`src/rtl/instruction_fetch_if.sv`:
```
// Fetch-stage bus: redirect/stall controls and memory write port in,
// fetched instruction out. The fetch unit sits on the slave side.
interface instruction_fetch_if #(
  parameter int ADDR_W = 6
);
  logic              stall;
  logic              branch_taken;
  logic [31:0]       branch_target;
  logic              jump_taken;
  logic [25:0]       jump_index;
  logic              imem_we;
  logic [ADDR_W-1:0] imem_addr;
  logic [31:0]       imem_wdata;
  logic [31:0]       data_out;
  logic [31:0]       fetch_pc;
  logic              fetch_valid;

  modport master (
    output stall, branch_taken, branch_target, jump_taken, jump_index,
           imem_we, imem_addr, imem_wdata,
    input  data_out, fetch_pc, fetch_valid
  );

  modport slave (
    input  stall, branch_taken, branch_target, jump_taken, jump_index,
           imem_we, imem_addr, imem_wdata,
    output data_out, fetch_pc, fetch_valid
  );
endinterface

```
`src/rtl/instruction_fetch.sv`:
```
// Instruction fetch stage: byte-addressed PC, word-addressed instruction
// memory, one instruction per clock, one bubble per branch/jump redirect.
module instruction_fetch #(
  parameter int          MEM_DEPTH = 64,
  parameter logic [31:0] RESET_PC  = 32'h0000_0000
) (
  input logic               clock,
  input logic               reset_n,
  instruction_fetch_if.slave bus
);
  localparam int ADDR_W = $clog2(MEM_DEPTH);

  typedef enum logic {BOOT, RUN} state_t;

  state_t      state_reg, state_next;
  logic [31:0] pc_reg, pc_next;
  logic [31:0] data_out_reg, data_out_next;
  logic [31:0] fetch_pc_reg, fetch_pc_next;
  logic        fetch_valid_reg, fetch_valid_next;

  logic [31:0] mem [MEM_DEPTH];

  // Upper PC bits are ignored for lookup, so the index wraps modulo MEM_DEPTH.
  logic [ADDR_W-1:0] fetch_idx;
  logic [31:0]       jump_target;
  logic [31:0]       branch_dest;
  logic              redirect;

  assign fetch_idx   = pc_reg[ADDR_W+1:2];
  assign jump_target = {fetch_pc_reg[31:28], bus.jump_index, 2'b00};
  assign branch_dest = bus.branch_target & 32'hFFFF_FFFC;
  assign redirect    = bus.jump_taken | bus.branch_taken;

  // Memory write port; independent of reset, stall and redirect. A fetch of
  // the same word on this edge sees the pre-write contents.
  always_ff @(posedge clock) begin
    if (bus.imem_we) begin
      mem[bus.imem_addr] <= bus.imem_wdata;
    end
  end

  // State register and fetch pipeline registers.
  always_ff @(posedge clock or negedge reset_n) begin
    if (!reset_n) begin
      state_reg       <= BOOT;
      pc_reg          <= RESET_PC;
      data_out_reg    <= 32'h0;
      fetch_pc_reg    <= 32'h0;
      fetch_valid_reg <= 1'b0;
    end else begin
      state_reg       <= state_next;
      pc_reg          <= pc_next;
      data_out_reg    <= data_out_next;
      fetch_pc_reg    <= fetch_pc_next;
      fetch_valid_reg <= fetch_valid_next;
    end
  end

  // Next-state and datapath: redirect beats stall, jump beats branch.
  always_comb begin
    state_next       = state_reg;
    pc_next          = pc_reg;
    data_out_next    = data_out_reg;
    fetch_pc_next    = fetch_pc_reg;
    fetch_valid_next = fetch_valid_reg;

    if (redirect) begin
      pc_next          = bus.jump_taken ? jump_target : branch_dest;
      data_out_next    = 32'h0;
      fetch_pc_next    = 32'h0;
      fetch_valid_next = 1'b0;
    end else if (!bus.stall) begin
      data_out_next    = mem[fetch_idx];
      fetch_pc_next    = pc_reg;
      fetch_valid_next = 1'b1;
      pc_next          = pc_reg + 32'd4;
    end

    unique case (state_reg)
      BOOT:    if (redirect || !bus.stall) state_next = RUN;
      RUN:     state_next = RUN;
      default: state_next = BOOT;
    endcase
  end

  assign bus.data_out    = data_out_reg;
  assign bus.fetch_pc    = fetch_pc_reg;
  assign bus.fetch_valid = fetch_valid_reg;
endmodule

```
`src/flat_wrapper.sv`:
```
// flat-port wrapper written by rule: the top's interface ports become plain ports
module instruction_fetch_flat 
#(
  parameter int          MEM_DEPTH = 64,
  parameter logic [31:0] RESET_PC  = 32'h0000_0000
)
  (clock, reset_n, bus_stall, bus_branch_taken, bus_branch_target, bus_jump_taken, bus_jump_index, bus_imem_we, bus_imem_addr, bus_imem_wdata, bus_data_out, bus_fetch_pc, bus_fetch_valid);
  instruction_fetch_if #(.ADDR_W((6))) bus_i ();
  input logic clock;
  input logic reset_n;
  input wire logic [$bits(bus_i.stall)-1:0] bus_stall;
  input wire logic [$bits(bus_i.branch_taken)-1:0] bus_branch_taken;
  input wire logic [$bits(bus_i.branch_target)-1:0] bus_branch_target;
  input wire logic [$bits(bus_i.jump_taken)-1:0] bus_jump_taken;
  input wire logic [$bits(bus_i.jump_index)-1:0] bus_jump_index;
  input wire logic [$bits(bus_i.imem_we)-1:0] bus_imem_we;
  input wire logic [$bits(bus_i.imem_addr)-1:0] bus_imem_addr;
  input wire logic [$bits(bus_i.imem_wdata)-1:0] bus_imem_wdata;
  output wire logic [$bits(bus_i.data_out)-1:0] bus_data_out;
  output wire logic [$bits(bus_i.fetch_pc)-1:0] bus_fetch_pc;
  output wire logic [$bits(bus_i.fetch_valid)-1:0] bus_fetch_valid;
  assign bus_i.stall = bus_stall;
  assign bus_i.branch_taken = bus_branch_taken;
  assign bus_i.branch_target = bus_branch_target;
  assign bus_i.jump_taken = bus_jump_taken;
  assign bus_i.jump_index = bus_jump_index;
  assign bus_i.imem_we = bus_imem_we;
  assign bus_i.imem_addr = bus_imem_addr;
  assign bus_i.imem_wdata = bus_imem_wdata;
  assign bus_data_out = bus_i.data_out;
  assign bus_fetch_pc = bus_i.fetch_pc;
  assign bus_fetch_valid = bus_i.fetch_valid;
  instruction_fetch #(.MEM_DEPTH(MEM_DEPTH), .RESET_PC(RESET_PC)) u_core (.clock(clock), .reset_n(reset_n), .bus(bus_i));
endmodule
```
`config.mk`:
```
export PLATFORM = sky130hd
export DESIGN_NAME = instruction_fetch_flat
export DESIGN_NICKNAME = d
export VERILOG_FILES = /design/src/rtl/instruction_fetch_if.sv /design/src/rtl/instruction_fetch.sv /design/src/flat_wrapper.sv
export SDC_FILE = /design/constraint.sdc
export NUM_CORES = 2
export LEC_CHECK = 0
export BUFFER_PORTS_ARGS = -buffer_cell sky130_fd_sc_hd__buf_2
export CAP_MARGIN = 0
export CORE_MARGIN = 2
export CORE_UTILIZATION = 30
export CTS_CLUSTER_SIZE = 40
export DETAILED_ROUTE_END_ITERATION = 10
export PLACE_DENSITY = 0.58
export SLEW_MARGIN = 40
export SYNTH_ARGS = -nofsm -noshare
export SYNTH_HDL_FRONTEND = slang
export SYNTH_SLANG_ARGS = --single-unit
```
`constraint.sdc`:
```
create_clock -name clock -period 2.17 [get_ports clock]
set_clock_uncertainty 0.2 [all_clocks]
set_input_delay 0.217 -clock clock [delete_from_list [all_inputs] [get_ports clock]]
set_output_delay 0.217 -clock clock [all_outputs]
set_load 0.01 [all_outputs]
```
==> results.yml <==
logic_synthesis:
  yosys_warnings: 0
  syn_nets: 4108
  synth-seq-cells: 2142
  synth_edf_count: 2048
  synthFlopType: "edfxtp_1"
  synth_seq_area_share_pct: 76.7
  syn_avg_cell_area_um2: 20.8
  synth.distinct_cells: 68
  synthCells: 4005
  async_reset_ff_share_pct: 4.39
  syn_area_mm2: 0.0832
drt:
  avgViaCountPerCell: 5.15
  remaining_drc_errors: 0
  firstDrtPassIters: 7
  postRouteAntennaNets: 0
  wire_per_inst_um: 28.0
  initialDrtViolationCount: 5331
  num_vias: 45448
  wl_mm: 247
power:
  power.density_mw_per_mm2: 897
  leakage_nw: 34.9
  peakVddDrop_mv: 0.880
setup_path:
  path_cells: "buf_12 > buf_16 > buf_16 > clkbuf_16 > buf_4 > mux4_2 > mux2i_1 > buf_4 > a211oi_2 > a221o_1"
  setup.worst_path.class: "reg2reg"
  worst_setup_path_end_kind: "register"
  critPathMaxFanout: 8
  cp_slowest_stage_delay_ns: 0.62
  required_ns: 2.75
  worstSetupStartpointType: "register"
  slowest_stage: "a211oi_2"
  cp.arrival_ns: 3.47
timing:
  period_minus_slack_ns: 2.89
  slew_viol_final: 0
  relSlewSlack_pct: 47.7
  fin_ws_ns: -0.716
  tightest_slew_ns: 0.785
  fin_crit_sh_pct: 133
  fmax_mhz: 346
  rsz0062_at_grt: "yes"
  final_hold_viol_count: 0
  finalSetupTns_ns: -26.09
  finalSetupViolCount: 58
floorplanning:
  die_y_um: 531
  start_util_pct: 30.1
  fp.coreArea_mm2: 0.276
  rows: 193
  pin_count: 167
  die_x_um: 531
  dieArea_mm2: 0.282
final_layout:
  drive_gt1_share_pct: 37.3
  final_area_mm2: 0.106
  syn2layout_area_growth_pct: 26.9
  largest_reg_flops: 2048
  fin_nets: 5038
  num-fill-cells: 24845
place:
  place_congestion: 0.817
  place_area_mm2: 0.0940
  dp_hpwl_mm: 148
  io_buffers: 164
clocking:
  cts_tree: "yes"
  worstSkewPairLatency_ns: 0.85
  numClockSinks: 2142
  clockRootBuffer: "clkbuf_16"
  clkTransAtPathRegs_ns: 0.06
  ctsLongestPathBuffers: 3
  numCtsBuffers: 211
  htreeDepth: 4
global_routing:
  grt_max_degree: 65
  grt_pass1_wl_mm: 345
  antenna_found_initial: 11
  grt_util_all_layers_pct: 17.2
  grt_pass1_vias: 45330
  grt_remaining_overflow: 0
flow_run:
  maxCapViolations: 0
worst_hold_path:
  hold_class: "in2reg"
run_status:
  status: "complete, but fails checks"
  violations: "negative setup slack"
[placed cells by master, fill, tap and decap left out, types with 28 or more instances in the layout]
master         count
a21oi_1           73
a22o_1            28
a22oi_1           37
buf_12           174
buf_2            161
buf_4            402
buf_6             47
clkbuf_1          42
clkbuf_16        226
clkinv_1          35
clkinv_2          45
dfrtp_1           88
dlygate4sd3_1    109
edfxtp_1        2048
mux2i_1          252
mux4_2           438
nand2_1          150
nand3_1           40
nor2_1            70
nor2_4            68
[repair_timing]
item | 4_1_cts | 5_1_grt
resized for setup | 295 | 136
pin swaps | 68 | 87
endpoints found under the hold margin | 2277 | 0
setup endpoints to repair | 62 | 94
hold buffers | 113 | 0
setup buffers | 64 | 55
gates cloned | 19 | 9
[metrics by stage]
| stage | util, % | hold WS (ns) | setup slack (ns) | instances | power, mW |
|---|---|---|---|---|---|
| global placement | 34.0 | 0.0600 | -1.16 | 8186 | 56.4 |
| global route | 38.2 | 0.0552 | -0.684 | 8828 | 97.5 |
| finish | 38.2 | 0.0786 | -0.716 | 8829 | 94.8 |
| CTS | 37.8 | 0.0126 | -0.645 | 8776 | 94.9 |
| detailed placement | 34.0 | 0.0560 | -1.16 | 8186 | 56.5 |
| floorplan | - | -0.279 | -0.251 | 4005 | 51.9 |
[metal layers]
metal	vias to the layer above	share of wire, %	global-route usage, %
met5	-	0.021	0
met4	8	2.3	4.36
met3	306	7.5	2.88
met2	2026	48	27.7
met1	24506	42	24.0
li1	18602	-	-
[path summary, 6_finish.rpt]
check	start	endpoint	slack, ns	cells after the start
max	u_core.pc_reg[3]$_DFFE_PN0N_	u_core.bus.data_out[14]$_DFFE_PN0N_	-0.72	10
min	bus_jump_index[12]	u_core.pc_reg[14]$_DFFE_PN0N_	0.08	4
max reg2reg	u_core.pc_reg[3]$_DFFE_PN0N_	u_core.bus.data_out[14]$_DFFE_PN0N_	-0.72	10
min reg2reg	u_core.bus.fetch_valid$_DFFE_PN0N_	u_core.bus.fetch_valid$_DFFE_PN0N_	0.32	2
max in group asynchronous	reset_n	u_core.pc_reg[5]$_DFFE_PN0N_	1.01	4
min in group asynchronous	reset_n	u_core.pc_reg[3]$_DFFE_PN0N_	0.40	4
[cells in the mapped netlist (4+ instances only)]
master	number	area, um^2
a221o_1	15	150
clkbuf_1	60	225
a222oi_1	4	40.0
a22oi_1	51	383
a2111oi_0	15	131
o22ai_1	16	100
mux2_2	11	124
a211o_1	4	35.0
nand3_1	55	275
nand3b_1	5	37.5
nor3_1	5	25.0
or2_2	5	31.3
nand2b_1	8	50.1
a221oi_1	37	324
o221ai_1	7	61.3
a21oi_1	94	470
nand4_1	13	81.3
dfrtp_1	94	2350
mux2i_1	276	2760
a21o_1	5	37.5
mux4_2	438	9860
and3_1	18	113
nand2_1	174	653
a211oi_1	20	150
a32o_1	5	50.1
buf_2	77	385
buf_6	38	428
inv_1	7	26.3
edfxtp_1	2048	61500
buf_1	9	33.8
nor2b_1	16	100
a32oi_1	6	52.6
and2_1	7	43.8
o21ai_0	67	335
a31oi_1	15	93.8
a2bb2oi_1	5	43.8
o211ai_1	17	128
a22o_1	28	245
nor2_1	139	522
a2111oi_2	4	60.1
buf_4	46	345
[worst max-delay path, delay by kind of cell, from the launching register on]
kind                   cells  cell delay, ns
buffers and inverters      6            0.94
AOI/OAI and AO/OA          2            0.87
DFF                        1            0.50
muxes                      2            0.27
[power by group]
part / switching [mW] / total [mW] / internal [mW]
registers: 0.276 / 46.0 / 45.7
logic: 6.06 / 11.6 / 5.54
clock network: 15.7 / 37.2 / 21.5
[cells by family after synthesis]
kind of cell / count (synthesis) / share of synthesized area [%]
mux: 727 / 15.4
fa+ha+maj: 1 / 0.0150
simple gates: 463 / 2.51
buf+inv: 242 / 1.77
compound gates: 428 / 3.60
flops: 2142 / 76.7
xor+xnor: 2 / 0.0210
[cell type report]
class	instances	area [um^2]	area share (%)
inverters	8	42.5	0.0403
diodes	2	5.00	0.00474
well taps	3705	4640	4.39
multi-input cells	1621	19700	18.6
clock inverters	120	1180	1.12
flip-flops and latches	2142	63900	60.5
clock buffers	280	5880	5.56
repair buffers	951	10300	9.78
No activity file was read; power rests on OpenSTA's default activity.
